`src/rtl/msrv32_rf_pkg.sv`:
```
// Shared types and helpers for the msrv32 register file and its write-back scoreboard.
// Optional write-to-read bypass in the top is enabled by defining MSRV32_RF_BYPASS_EN.
package msrv32_rf_pkg;

  localparam int DEFAULT_XLEN  = 32;
  localparam int DEFAULT_NREGS = 32;
  // Widest busy vector popcount() accepts; callers zero-extend narrower vectors.
  localparam int MAX_REGS      = 256;

  typedef logic [$clog2(DEFAULT_NREGS)-1:0] reg_addr_t;

  localparam reg_addr_t X0 = '0;

  function automatic int unsigned popcount(input logic [MAX_REGS-1:0] v);
    int unsigned n;
    n = 0;
    for (int i = 0; i < MAX_REGS; i++) begin
      n += int'(v[i]);
    end
    return n;
  endfunction

endpackage

```
`src/rtl/msrv32_rf_scoreboard.sv`:
```
// Per-register pending-write scoreboard: flush > issue > write-back priority, x0 never busy,
// plus a count of currently busy registers.
module msrv32_rf_scoreboard
  import msrv32_rf_pkg::*;
#(
  parameter  int NREGS  = DEFAULT_NREGS,
  localparam int ADDR_W = $clog2(NREGS)
) (
  input  logic              clk,
  input  logic              rst_n,
  input  logic              issue_en,
  input  logic [ADDR_W-1:0] issue_rd,
  input  logic              wb_en,
  input  logic [ADDR_W-1:0] wb_addr,
  input  logic              flush,
  output logic [NREGS-1:0]  busy,
  output logic [ADDR_W:0]   pending
);

  localparam logic [ADDR_W-1:0] ZERO_ADDR = ADDR_W'(X0);

  logic [NREGS-1:0]    busy_nxt;
  logic [MAX_REGS-1:0] busy_ext;

  // Issue is applied after write-back so a same-cycle issue to the same register wins.
  // NOTE: every always_comb variable gets a full default first so no path can infer a latch.
  always_comb begin
    busy_nxt = busy;
    if (flush) begin
      busy_nxt = '0;
    end else begin
      if (wb_en && wb_addr != ZERO_ADDR) busy_nxt[wb_addr] = 1'b0;
      if (issue_en && issue_rd != ZERO_ADDR) busy_nxt[issue_rd] = 1'b1;
    end
    busy_nxt[0] = 1'b0;
  end

  // NOTE: state registers use non-blocking assignment so all flops update from pre-edge values.
  always_ff @(posedge clk or negedge rst_n) begin
    if (!rst_n) busy <= '0;
    else        busy <= busy_nxt;
  end

  always_comb begin
    busy_ext              = '0;
    busy_ext[NREGS-1:0]   = busy;
  end

  assign pending = (ADDR_W + 1)'(popcount(busy_ext));

endmodule

```
`src/rtl/msrv32_regfile_sb.sv`:
```
// msrv32 integer register file: NUM_RD combinational read ports, one write-back port and a
// pending-write scoreboard driving stall_out. Define MSRV32_RF_BYPASS_EN for write-to-read bypass.
module msrv32_regfile_sb
  import msrv32_rf_pkg::*;
#(
  parameter  int XLEN   = DEFAULT_XLEN,
  parameter  int NREGS  = DEFAULT_NREGS,
  parameter  int NUM_RD = 2,
  localparam int ADDR_W = $clog2(NREGS)
) (
  input  logic                     clk_in,
  input  logic                     reset_in,
  input  logic [NUM_RD*ADDR_W-1:0] rs_addr_in,
  input  logic [NUM_RD-1:0]        rs_valid_in,
  output logic [NUM_RD*XLEN-1:0]   rs_data_out,
  output logic [NUM_RD-1:0]        rs_busy_out,
  output logic                     stall_out,
  input  logic                     issue_en_in,
  input  logic [ADDR_W-1:0]        issue_rd_in,
  input  logic                     wb_en_in,
  input  logic [ADDR_W-1:0]        wb_addr_in,
  input  logic [XLEN-1:0]          wb_data_in,
  input  logic                     flush_in,
  output logic [ADDR_W:0]          pending_out
);

  localparam logic [ADDR_W-1:0] ZERO_ADDR = ADDR_W'(X0);

  logic [XLEN-1:0]  regs [NREGS];
  logic [NREGS-1:0] busy;

  // NOTE: the array is reset because zeroed registers must be visible on the read ports
  // immediately after reset; it is therefore built from flops, not an inferred RAM.
  always_ff @(posedge clk_in or negedge reset_in) begin
    if (!reset_in) begin
      for (int r = 0; r < NREGS; r++) regs[r] <= '0;
    end else if (wb_en_in && wb_addr_in != ZERO_ADDR) begin
      regs[wb_addr_in] <= wb_data_in;
    end
  end

  msrv32_rf_scoreboard #(.NREGS(NREGS)) u_scoreboard (
    .clk      (clk_in),
    .rst_n    (reset_in),
    .issue_en (issue_en_in),
    .issue_rd (issue_rd_in),
    .wb_en    (wb_en_in),
    .wb_addr  (wb_addr_in),
    .flush    (flush_in),
    .busy     (busy),
    .pending  (pending_out)
  );

  for (genvar p = 0; p < NUM_RD; p++) begin : g_rd
    logic [ADDR_W-1:0] addr;
    logic [XLEN-1:0]   data;
    logic              port_busy;

    assign addr = rs_addr_in[p*ADDR_W +: ADDR_W];

    always_comb begin
      data      = '0;
      port_busy = 1'b0;
      if (addr != ZERO_ADDR) begin
        data      = regs[addr];
        port_busy = busy[addr];
`ifdef MSRV32_RF_BYPASS_EN
        // Same-cycle write-back satisfies the read, even if a new issue re-marks the register.
        if (wb_en_in && wb_addr_in == addr) begin
          data      = wb_data_in;
          port_busy = 1'b0;
        end
`endif
      end
    end

    assign rs_data_out[p*XLEN +: XLEN] = data;
    assign rs_busy_out[p]              = port_busy;
  end

  assign stall_out = |(rs_valid_in & rs_busy_out);

endmodule

```
`config.mk`:
```
export PLATFORM = sky130hd
export DESIGN_NAME = msrv32_regfile_sb
export DESIGN_NICKNAME = d
export VERILOG_FILES = /design/src/rtl/msrv32_rf_pkg.sv /design/src/rtl/msrv32_rf_scoreboard.sv /design/src/rtl/msrv32_regfile_sb.sv
export SDC_FILE = /design/constraint.sdc
export NUM_CORES = 2
export LEC_CHECK = 0
export BUFFER_PORTS_ARGS = -buffer_cell sky130_fd_sc_hd__buf_2
export CORE_MARGIN = 3
export CORE_UTILIZATION = 29
export CTS_BUF_LIST = sky130_fd_sc_hd__clkbuf_8 sky130_fd_sc_hd__clkbuf_16
export CTS_CLUSTER_DIAMETER = 120
export DETAILED_ROUTE_END_ITERATION = 6
export PLACE_DENSITY_LB_ADDON = 0.12
export SYNTH_ARGS = -nofsm -noshare
export SYNTH_HDL_FRONTEND = slang
export SYNTH_HIERARCHICAL = 1
export SYNTH_SLANG_ARGS = --single-unit
```
`constraint.sdc`:
```
create_clock -name clk_in -period 5.15 [get_ports clk_in]
set_clock_uncertainty 0.05 [all_clocks]
set_input_delay 0.2575 -clock clk_in [delete_from_list [all_inputs] [get_ports clk_in]]
set_output_delay 0.2575 -clock clk_in [all_outputs]
set_load 0.03 [all_outputs]
```
Word level (Yosys, flattened, before mapping) --
Index checks and enable logic that the tools add are counted.
Word-level totals: bits in registers 1055, input bits 59, output and inout bits 73, logic and storage cells 115
Cells by class: add/sub/neg operators 30, $lt $le $gt $ge 10, mux-type cells 25, bitwise gates (word level) 7, reductions and logical operators 10
Operators with widths (number):
- 1024-bit bitwise mux | 1
- 32-bit 2-to-1 mux | 11
- 32-bit binary-select mux with 5-bit select | 2
- 6-bit by 1-bit adder with 6-bit output | 29
- 32-bit demux with 5-bit select | 1
- 32-bit AND | 1
- 32-bit NOT | 1
- 32-bit bitwise OR | 1
- 5-bit by 6-bit < comparator with 1-bit output (second input constant) | 4
- 5-bit nonzero test | 4
- 6-bit >= comparator (second input constant) | 3
- 5-bit NOT with 6-bit output | 3
- 1-bit binary-select mux with 5-bit select | 2
- 1-bit demux with 5-bit select | 2
- 5-bit by 1-bit >= comparator with 1-bit output (second input constant) | 2
- 6-bit by 1-bit < comparator with 1-bit output (second input constant) | 1
- 1-bit 2-to-1 mux | 6
- 1-bit logical AND | 5
- 1-bit by 1-bit adder with 2-bit output | 1
- 2-bit AND | 1
- 2-bit OR reduction | 1

Depth between registers and ports, before layout --
depth after elaboration 30, depth in mapped cells 16

Modules after synthesis --
The synthesis kept the hierarchy.
Modules (own cells, without submodules):
- msrv32_regfile_sb | times used 1, cells an instance 3333, area an instance 54684.9 sq um, sequential area each 25624.6 sq um
- msrv32_rf_scoreboard | times used 1, cells an instance 224, area an instance 2235.9 sq um, sequential area each 775.7 sq um

Worst setup path before layout --
No wires, ideal clock.
path type reg2out, start point register u_scoreboard.busy[24], end point output port pending_out[4], arrival 4.883 ns, data required time 4.843 ns, path slack -0.040 ns, stages on the path, launching flop included 17, buffers on the path 0, path through dfrtp_1 > fa_1 > fa_1 > inv_1 > fa_1 > inv_1 > fa_1 > fa_1 > inv_1 > fa_1 > inv_1 > fa_1 > inv_1 > fa_1 > nand2b_1 > a21oi_1 > xor2_1
Between the ends: cells in the longest elaborated chain, start to end 8
RTL lines:
- start: declaration | RTL line msrv32_rf_scoreboard.sv:16 | output logic [NREGS-1:0] busy,
- start signal: assignment | RTL line msrv32_rf_scoreboard.sv:41 | else busy <= busy_nxt;
- 6-bit by 1-bit adder with 6-bit output (8 in a row) | RTL line msrv32_rf_pkg.sv:18 | n += int'(v[i]);
- end: declaration | RTL line msrv32_regfile_sb.sv:24 | output logic [ADDR_W:0] pending_out
No other way between the ends.

Final worst setup path --
start point register u_scoreboard.busy[22], end point output port pending_out[4]
Between the ends: cells in the longest elaborated chain, start to end 10
RTL lines (RTL line):
- 6-bit by 1-bit adder with 6-bit output (10 in a row) | msrv32_rf_pkg.sv:18
No other way between the ends.

==> results.json <==
{
  "crit_path_frequent_cell": "fa_1",
  "tritoncts": "done",
  "placed_area_mm2": 0.06051,
  "crit_arrival_ns": 5.54,
  "grt_pass1_wl_um": 289600,
  "crit_buf_inv": 6,
  "grt_use_total_pct": 19.93,
  "clk_pin_slew_ns": 0.06,
  "area_growth_pct": 14.25,
  "clock-sinks": 1055,
  "finalSetupViolCount": 6,
  "drive_above_1_share_pct": 50.22,
  "pre_cts_ws_ns": -0.1092,
  "grt_max_degree": 156,
  "cts_max_level": 4,
  "clock-root-buffer": "clkbuf_16",
  "yosys.cell_types.count": 47,
  "vias": 33680,
  "hold_viol_final": 0,
  "ys_ff_latch": 1055,
  "mostFrequentLayoutCells": "dfrtp_1, mux2_2, mux4_2",
  "end_kind": "output pin",
  "place_hpwl_um": 116600,
  "startpoint_type": "flop",
  "cap_violations": 0,
  "fmax_mhz": 170.9,
  "drt_iter0_markers": 2123,
  "min-delay-path-class": "in -> async",
  "syn_inst": 3557,
  "irDropWorstVdd_mv": 0.2749,
  "antenna_found_initial": 10,
  "worst_pin_slew_ns": 1.230,
  "relSlewSlack_pct": 17.78,
  "overflow": 0,
  "synth_flop_cell": "dfrtp_1",
  "crit_chain": "fa_1 > fa_1 > inv_1 > fa_1 > inv_1 > fa_1 > fa_1 > inv_1 > fa_1 > inv_2 > fa_2 > inv_2 > fa_2 > nand2b_4 > a21oi_4 > xor2_2 > buf_6",
  "fin_ws_ns": -0.7025,
  "finalWirelength_um": 200300,
  "gp_congestion": 0.8010,
  "leakage_nw": 27.70,
  "nNetsFinal": 3643,
  "syn_nets": 3646,
  "cellPowerDensity_mw_per_mm2": 391.4,
  "drc_errors": 0,
  "io_buffers": 131,
  "p_total_mw": 25.45,
  "violations": "setup timing",
  "critPathMaxFanout": 2,
  "fin_crit_ns": 5.852,
  "startpoint": "u_scoreboard/busy[22]",
  "numCtsBuffers": 133,
  "syn-cell-area_mm2": 0.05692,
  "ioPinCount": 132,
  "syn_avg_cell_area_um2": 16.00,
  "fp-row-count": 161,
  "r2r_start": "u_scoreboard/busy[24]",
  "mostFrequentLayoutCell": "dfrtp_1",
  "postSynth.asyncResetShare_pct": 100.0,
  "synth_edf_count": 0,
  "holdWs_ns": 0.04240,
  "final_area_mm2": 0.06503,
  "clock_latency_ns": 0.77,
  "initial_core_util_pct": 29.37,
  "grt_pass1_vias": 36060,
  "finish.utilization_pct": 33.56,
  "slew_viol_final": 0,
  "core_area_mm2": 0.1938,
  "die_y_um": 449.0,
  "path_delay_family": "adder cells",
  "postRouteAntennaNets": 0,
  "crit_type": "reg -> out",
  "cp_slowest_stage_delay_ns": 0.52,
  "grt_setup_unrepaired": "yes",
  "firstDrtPassIters": 5,
  "cp.required_ns": 4.84,
  "avgRoutedWirePerCell_um": 31.99,
  "outcome": "complete, but fails checks",
  "ys_warn_count": 6,
  "via_per_inst": 5.379,
  "fin_crit_sh_pct": 113.6,
  "cts.path.max_buffers": 3,
  "fp.dieW_um": 449.0,
  "yosysSeqAreaShare_pct": 46.38,
  "slowest_stage": "fa_1",
  "dieArea_mm2": 0.2016
}
per-stage QoR:
step,instances,TNS (ns)
after floorplan,3557,0
after global placement,6009,-0.1237
after detailed placement,6009,-0.1092
after CTS,6257,-3.336
after global routing,6260,-4.307
final,6262,-3.192
cell type report:
class / instances / area (um^2)
Clock inverter: 64 / 412.9
Inverter: 94 / 352.8
Antenna cell: 4 / 10.01
Clock buffer: 167 / 3841
Tap cell: 2608 / 3263
Multi-Input combinational cell: 2006 / 28530
Timing Repair Buffer: 264 / 2222
Fill cell: 18800 / 128800
Sequential cell: 1055 / 26400
synthesized netlist by cell type, types with 4 or more instances:
library cell	count	area (um^2)
o21ai_0	40	200.2
nand3_1	7	35.03
nor2_1	27	101.4
o21ai_1	66	330.3
nand3b_1	10	75.07
fa_1	23	460.4
a21oi_1	8	40.04
nor2b_1	22	137.6
ha_1	7	87.58
nand4b_1	5	43.79
or3b_2	5	43.79
nor3_1	4	20.02
buf_1	70	262.8
nor3b_1	4	30.03
dfrtp_1	1055	26400
buf_2	98	490.5
o32ai_1	7	61.31
buf_6	33	371.6
clkbuf_1	189	709.4
mux2_2	685	7714
buf_4	12	90.09
inv_1	94	352.8
mux4_2	657	14800
nand2_1	83	311.6
mux2_1	309	3480
nand2b_1	7	43.79
or3_1	5	31.28
state kept, by name, indices dropped and copies added, names as in the netlist:
| register | flops |
|---|---|
| u_scoreboard/busy | 31 |
| regs | 1024 |
where the power goes:
| part | internal [mW] | leakage [nW] | switching [mW] |
|---|---|---|---|
| sequential | 9.83 | 13.6 | 1.06 |
| combinational | 3.03 | 11.9 | 2.35 |
| clock | 5.46 | 2.27 | 3.72 |
final timing paths:
check	depth (start not counted)	end	slack, ns
setup reg to reg	5	u_scoreboard/busy[24]	3.49
max in group asynchronous	3	regs[665]	3.57
setup / recovery	17	pending_out[4]	-0.70
hold / removal	2	regs[853]	0.04
min in group clk_in	2	u_scoreboard/busy[28]	0.07
hold reg to reg	0	regs[1008]	0.34
repair_timing:
action | in CTS | in global routing
hold buffers | 15 | 0
setup endpoints to repair | 6 | 6
gates resized for setup | 25 | 1
hold endpoints to repair | 113 | 0
setup buffers | 2 | 1
pin swaps | 8 | 2
metal layers:
metal | routed length, um | up-vias | track usage (%) | part of all wire, %
li1 | - | 13710 | - | -
met1 | 87120 | 19070 | 26.41 | 43
met2 | 102000 | 635 | 34.41 | 51
met3 | 6265 | 270 | 2.486 | 3.1
met4 | 4933 | 4 | 5.375 | 2.5
met5 | 26 | - | 0 | 0.013
kinds of logic after synthesis:
kind of cell | after synthesis | share of synthesized area [%]
buf+inv | 496 | 4.001
xor+xnor | 3 | 0.04617
other cells | 1 | 0.006588
mux | 1653 | 45.69
flops | 1055 | 46.38
compound gates | 131 | 1.246
fa+ha+maj | 30 | 0.9628
simple gates | 188 | 1.662
(Power assumes the default switching activity.)
